==> config.mk <==
export PLATFORM = sky130hd
export DESIGN_NAME = cpu_control_fsm
export DESIGN_NICKNAME = d
export VERILOG_FILES = /design/src/rtl/cpu_ctrl_pkg.sv /design/src/rtl/cpu_ctrl_op_class.sv /design/src/rtl/cpu_control_fsm.sv
export SDC_FILE = /design/constraint.sdc
export NUM_CORES = 1
export LEC_CHECK = 0
export BUFFER_PORTS_ARGS = -buffer_cell sky130_fd_sc_hd__buf_4
export CORE_MARGIN = 2
export CORE_UTILIZATION = 47
export DETAILED_ROUTE_END_ITERATION = 16
export PLACE_DENSITY = 0.71
export SYNTH_ARGS = -nofsm -noshare
export SYNTH_HDL_FRONTEND = slang
export SYNTH_HIERARCHICAL = 1
export SYNTH_SLANG_ARGS = --single-unit
==> constraint.sdc <==
create_clock -name clk -period 3.1 [get_ports clk]
set_input_delay 0.31 -clock clk [delete_from_list [all_inputs] [get_ports clk]]
set_output_delay 0.31 -clock clk [all_outputs]
set_load 0.01 [all_outputs]
==> src/rtl/cpu_ctrl_pkg.sv <==
// Shared encodings for the ARM-subset core: FSM states, decoder operation
// codes, write-back select values and the operation-class record.
package cpu_ctrl_pkg;

    localparam logic [2:0] S_FETCH  = 3'd0;
    localparam logic [2:0] S_DECODE = 3'd1;
    localparam logic [2:0] S_EXEC   = 3'd2;
    localparam logic [2:0] S_MEM    = 3'd3;
    localparam logic [2:0] S_WB     = 3'd4;
    localparam logic [2:0] S_HALT   = 3'd5;

    localparam logic [31:0] OP_ADD  = 32'd0;
    localparam logic [31:0] OP_SUB  = 32'd2;
    localparam logic [31:0] OP_AND  = 32'd3;
    localparam logic [31:0] OP_ORR  = 32'd4;
    localparam logic [31:0] OP_EOR  = 32'd5;
    localparam logic [31:0] OP_MOV  = 32'd6;
    localparam logic [31:0] OP_MVN  = 32'd7;
    localparam logic [31:0] OP_CMP  = 32'd8;
    localparam logic [31:0] OP_TST  = 32'd9;
    localparam logic [31:0] OP_TEQ  = 32'd10;
    localparam logic [31:0] OP_BIC  = 32'd11;
    localparam logic [31:0] OP_CMPI = 32'd13;
    localparam logic [31:0] OP_B    = 32'd31;
    localparam logic [31:0] OP_BL   = 32'd32;
    localparam logic [31:0] OP_LDR  = 32'd41;
    localparam logic [31:0] OP_STR  = 32'd42;

    localparam logic [1:0] WB_ALU  = 2'd0;
    localparam logic [1:0] WB_MEM  = 2'd1;
    localparam logic [1:0] WB_LINK = 2'd2;

    typedef struct packed {
        logic alu;
        logic cmp;
        logic branch;
        logic link;
        logic load;
        logic store;
        logic undef;
    } op_class_t;

endpackage

==> src/rtl/cpu_ctrl_op_class.sv <==
// Combinational classifier: maps a decoder operation code onto exactly one
// operation class (ALU, compare, branch, branch-link, load, store, undefined).
module cpu_ctrl_op_class
    import cpu_ctrl_pkg::*;
#(
    parameter int unsigned CODE_W = 11
) (
    input  logic [CODE_W-1:0] code,
    output op_class_t         cls
);

    logic [31:0] code_ext;

    always_comb begin
        code_ext = 32'(code);
        cls      = '0;
        case (code_ext)
            OP_ADD, OP_SUB, OP_AND, OP_ORR,
            OP_EOR, OP_MOV, OP_MVN, OP_BIC:   cls.alu    = 1'b1;
            OP_CMP, OP_TST, OP_TEQ, OP_CMPI: cls.cmp    = 1'b1;
            OP_B:                            cls.branch = 1'b1;
            OP_BL:                           cls.link   = 1'b1;
            OP_LDR:                          cls.load   = 1'b1;
            OP_STR:                          cls.store  = 1'b1;
            default:                         cls.undef  = 1'b1;
        endcase
    end

endmodule

==> src/rtl/cpu_control_fsm.sv <==
// Multi-cycle control sequencer for the ARM-subset core.
// Optional CPU_CTRL_PERF_CNT_EN adds retired/skipped instruction counters.
module cpu_control_fsm
    import cpu_ctrl_pkg::*;
#(
    parameter int unsigned CODE_W      = 11,
    parameter int unsigned MEM_TIMEOUT = 16
) (
    input  logic              clk,
    input  logic              rst_n,
    input  logic              halt_req,
    input  logic              imem_ack,
    input  logic              dmem_ack,
    input  logic [CODE_W-1:0] alu_code,
    input  logic              execute_flag,
    input  logic              s_bit,
    output logic              imem_req,
    output logic              ir_write,
    output logic              dmem_req,
    output logic              dmem_we,
    output logic              reg_write,
    output logic [1:0]        wb_sel,
    output logic              cpsr_write,
    output logic              pc_write,
    output logic              pc_sel,
    output logic              halted,
    output logic              fault,
    output logic [2:0]        state_o
`ifdef CPU_CTRL_PERF_CNT_EN
    ,
    output logic [31:0]       retired_cnt,
    output logic [31:0]       skipped_cnt
`endif
);

    localparam int unsigned TO_W = (MEM_TIMEOUT > 0) ? $clog2(MEM_TIMEOUT + 1) : 1;

    logic [2:0]        state, state_nxt;
    logic [CODE_W-1:0] code_q;
    logic              exec_q, s_q, fault_q, fault_set;
    logic              fetch_wait, halt_entry, timed_out;
    logic [TO_W-1:0]   to_cnt;
    op_class_t         cls;

    cpu_ctrl_op_class #(.CODE_W(CODE_W)) u_op_class (
        .code (code_q),
        .cls  (cls)
    );

    // halt_req is only honoured in the first FETCH cycle, before any request
    assign halt_entry = (state == S_FETCH) && !fetch_wait && halt_req;
    assign timed_out  = (MEM_TIMEOUT > 0) && (to_cnt == TO_W'(MEM_TIMEOUT));
    assign fault      = fault_q;
    assign state_o    = state;

    always_comb begin
        state_nxt  = state;
        imem_req   = 1'b0;
        ir_write   = 1'b0;
        dmem_req   = 1'b0;
        dmem_we    = 1'b0;
        reg_write  = 1'b0;
        wb_sel     = WB_ALU;
        cpsr_write = 1'b0;
        pc_write   = 1'b0;
        pc_sel     = 1'b0;
        halted     = 1'b0;
        fault_set  = 1'b0;
        if (rst_n) begin
            case (state)
                S_FETCH: begin
                    if (halt_entry) begin
                        state_nxt = S_HALT;
                    end else begin
                        imem_req = 1'b1;
                        if (imem_ack) begin
                            ir_write  = 1'b1;
                            state_nxt = S_DECODE;
                        end
                    end
                end
                S_DECODE: state_nxt = S_EXEC;
                S_EXEC: begin
                    state_nxt = S_FETCH;
                    if (!exec_q) begin
                        pc_write = 1'b1;
                    end else if (cls.undef) begin
                        fault_set = 1'b1;
                        pc_write  = 1'b1;
                    end else if (cls.alu) begin
                        state_nxt = S_WB;
                    end else if (cls.cmp) begin
                        cpsr_write = 1'b1;
                        pc_write   = 1'b1;
                    end else if (cls.branch || cls.link) begin
                        pc_write  = 1'b1;
                        pc_sel    = 1'b1;
                        reg_write = cls.link;
                        wb_sel    = cls.link ? WB_LINK : WB_ALU;
                    end else begin
                        state_nxt = S_MEM;
                    end
                end
                S_MEM: begin
                    if (timed_out) begin
                        fault_set = 1'b1;
                        pc_write  = 1'b1;
                        state_nxt = S_FETCH;
                    end else begin
                        dmem_req = 1'b1;
                        dmem_we  = cls.store;
                        if (dmem_ack) begin
                            pc_write  = cls.store;
                            state_nxt = cls.store ? S_FETCH : S_WB;
                        end
                    end
                end
                S_WB: begin
                    reg_write  = 1'b1;
                    wb_sel     = cls.load ? WB_MEM : WB_ALU;
                    cpsr_write = !cls.load && s_q;
                    pc_write   = 1'b1;
                    state_nxt  = S_FETCH;
                end
                S_HALT: begin
                    halted = 1'b1;
                    if (!halt_req) state_nxt = S_FETCH;
                end
                default: state_nxt = S_FETCH;
            endcase
        end
    end

    always_ff @(posedge clk or negedge rst_n) begin
        if (!rst_n) begin
            state      <= S_FETCH;
            code_q     <= '0;
            exec_q     <= 1'b0;
            s_q        <= 1'b0;
            fault_q    <= 1'b0;
            fetch_wait <= 1'b0;
            to_cnt     <= '0;
        end else begin
            state      <= state_nxt;
            fetch_wait <= (state == S_FETCH) && (state_nxt == S_FETCH);
            if (state == S_DECODE) begin
                code_q <= alu_code;
                exec_q <= execute_flag;
                s_q    <= s_bit;
            end
            if (fault_set) fault_q <= 1'b1;
            if ((MEM_TIMEOUT > 0) && (state == S_MEM) && (state_nxt == S_MEM))
                to_cnt <= to_cnt + 1'b1;
            else
                to_cnt <= '0;
        end
    end

`ifdef CPU_CTRL_PERF_CNT_EN
    logic skip_now;
    assign skip_now = pc_write && (state == S_EXEC) && !exec_q;

    always_ff @(posedge clk or negedge rst_n) begin
        if (!rst_n) begin
            retired_cnt <= '0;
            skipped_cnt <= '0;
        end else begin
            if (pc_write && !skip_now) retired_cnt <= retired_cnt + 32'd1;
            if (skip_now)              skipped_cnt <= skipped_cnt + 32'd1;
        end
    end
`endif

endmodule

==> results.tsv <==
metric	value	unit
max_stage_delay	540	ps
tns	0	ps
outcome	finished clean	
syn-cell-area	1443	µm²
place_congestion	0.7672	
synth_cells	149	
synth_top_area_share	39.90	%
finalWirelength	3059	µm
finClkSkew	4.450	ps
antenna-diode-count	0	
async_flop_share	100.0	%
syn_to_final_growth	21.51	%
critical_path.cell_chain	or4_4, nor2_4, o21ai_1, or4b_4, nor3_2, a21oi_1, nor2_1, buf_4	
fp.dieW	59.40	µm
worst_path_max_delay_cell	or4_4	
worst_pin_slew	599.6	ps
switching_share	41.43	%
fp.dieArea	3528	µm²
ios	33	
track_usage	18.75	%
total_power	1.330	mW
die_y	59.40	µm
comb_power_share	43.0	%
relSlewSlack	59.59	%
place.detailed.hpwl	2391	µm
p_int	0.7790	mW
grt_pass1_vias	1181	
clockBufferDepth	2	
drt-initial-drc-count	48	
max_freq	343.9	MHz
io_buffers	32	
synth_nets	169	
worst_setup_path_end_kind	primary output	
critPathMaxFanout	5	
arrival	2600	ps
p_seq_share	46.3	%
h-tree-depth	1	
synth_edf_count	0	
cts-root-buf	clkbuf_4	
coreArea	2978	µm²
via_count	1193	
min_period_over_period	93.81	%
cts_buffers	3	
viasPerCell	5.601	
peakVddDrop	0.4156	mV
cp_top_family	simple AND/OR/NAND/NOR gates	
antenna_left	0	
yosysUniqueCellTypes	49	
grt_first_pass_wirelength	5112	µm
crit_buf_inv	1	
rsz0062_at_grt	false	
worstSkewPairLatency	310	ps
synth_ff_type	dfrtp_1	
clk_pin_slew	130	ps
synth.avg_cell_area	9.682	µm²
min_period	2908	ps
final-setup-viol-count	0	
power_density	758.8	nW/µm²
drv_cap	0	
hold_viol	0	
hold_path_class	input port to flip-flop	
crit_required	2790	ps
yosysSeqAreaShare	39.90	%
drcViolationCount	0	
cts_tree	done	
startpoint_type	flip-flop	
final_layout_size_suffix_gt1_share	35.56	%
routedWlPerCell	14.36	µm
p_clk_share	10.7	%
initial_core_util	48.45	%
rows	20	
synth_top_cell_by_area	dfrtp_1	
antenna_found_initial	0	
synth_area_leaders	dfrtp_1 (40%), mux2_2 (10%), nor2_1 (4.4%), nand2_1 (2.9%), nor3_1 (2.4%)	
p_switching	0.5512	mW
grt.overflow.total	0	
ys_ff_latch	23	
critical_path_class	flip-flop to primary output	
firstDrtPassIters	4	
yosysWarnings	6	
grt_max_degree	35	
slew_viol_final	0	
p_leak	0.7564	nW
cts.sink_count	23	
nets	201	
==> path summary, 6_finish.rpt <==
| kind | start | end | slack, ps | cells after the start |
|---|---|---|---|---|
| min in group asynchronous | rst_n | state_o[2] | 440 | 2 |
| setup / recovery | code_q[7] | reg_write | 190 | 8 |
| hold reg to reg | to_cnt[0] | to_cnt[0] | 500 | 1 |
| hold / removal | s_bit | s_q | 210 | 2 |
| setup reg to reg | code_q[7] | to_cnt[4] | 420 | 7 |
| max in group asynchronous | rst_n | to_cnt[4] | 2380 | 2 |
==> kinds of logic (layout without fill, tap and decap cells) <==
logic type | count (synthesis) | count (layout) | synth area share [%]
buffers and inverters | 15 | 46 | 4.683
and+or+nand+nor | 68 | 68 | 28.19
xor gates and xnor gates | 4 | 4 | 2.429
DFF | 23 | 23 | 39.90
muxes | 15 | 15 | 11.62
adders and majority gates | 2 | 2 | 1.734
AOI/OAI and AO/OA | 22 | 22 | 11.45
==> stage by stage <==
step | util [%] | cell area, µm² | setup slack [ps] | std cells | hold slack [ps]
2_1_floorplan | - | 1443 | 614.0 | 149 | 14.41
3_3_place_gp | 56.89 | 1694 | 491.8 | 208 | 250.6
3_5_place_dp | 56.89 | 1694 | 396.0 | 208 | 252.3
4_1_cts | 58.24 | 1734 | 26.68 | 213 | 207.0
5_1_grt | 58.87 | 1753 | 60.54 | 213 | 202.4
6_report | 58.87 | 1753 | 191.8 | 213 | 211.7
==> placed cells by master, fill, tap and decap left out, types with 4 or more instances in the layout <==
master,Yosys,layout
and3_1,4,4
nor3_1,7,5
dfrtp_1,23,23
buf_4,0,33
nand2_1,11,11
o21ai_0,6,5
mux2_2,13,13
a21oi_1,4,4
inv_1,7,7
nor2_1,17,17
==> layout make-up <==
| class | instances | area (µm²) |
|---|---|---|
| fillers | 263 | 1225 |
| multi-input cells | 111 | 818.3 |
| flip-flops and latches | 23 | 575.6 |
| repair buffers | 34 | 257.7 |
| well taps | 33 | 41.29 |
| inverters | 8 | 30.03 |
| clock buffers | 3 | 22.52 |
| clock inverters | 1 | 7.507 |
==> state kept, by name, summed over array words and instances (netlist names) <==
| signal | cells |
|---|---|
| fetch_wait | 1 |
| to_cnt | 5 |
| s_q | 1 |
| exec_q | 1 |
| code_q | 11 |
| state_o | 3 |
| fault | 1 |
==> repair_timing <==
action / CTS / global route
hold buffers: 1 / 0
endpoints found under the hold margin: 23 / 0
setup endpoints to repair: 0 / 4
resized for setup: 0 / 4
setup buffers: 0 / 0
==> Yosys cell counts, drive strengths merged (2+ instances only) <==
cell type / n
inv: 7
nand3: 4
xor2: 3
or3: 3
clkbuf: 3
o21ai: 6
nor2b: 2
and2: 2
nand2: 11
mux2: 14
or4: 2
buf: 4
nor3b: 3
and3: 4
nor4: 3
ha: 2
nor3: 7
nor2: 18
a21oi: 5
nand2b: 3
dfrtp: 23
==> power groups by stage <==
stage                     Sequential [mW]  Clock, mW  Combinational, mW
after floorplan                     0.519          0              0.485
after global placement              0.597          0              0.541
after detailed placement            0.614          0              0.563
after CTS                           0.607      0.147              0.566
after global routing                0.641      0.161              0.628
final                               0.616      0.142              0.572
==> metal layers <==
layer	track usage [%]	wire length, µm	up-vias
met5	0	0	-
met4	2.922	21	0
met3	2.838	113	2
met2	35.79	1633	30
met1	22.18	1290	568
li1	-	-	593
Power figures use the tool's default switching activity.
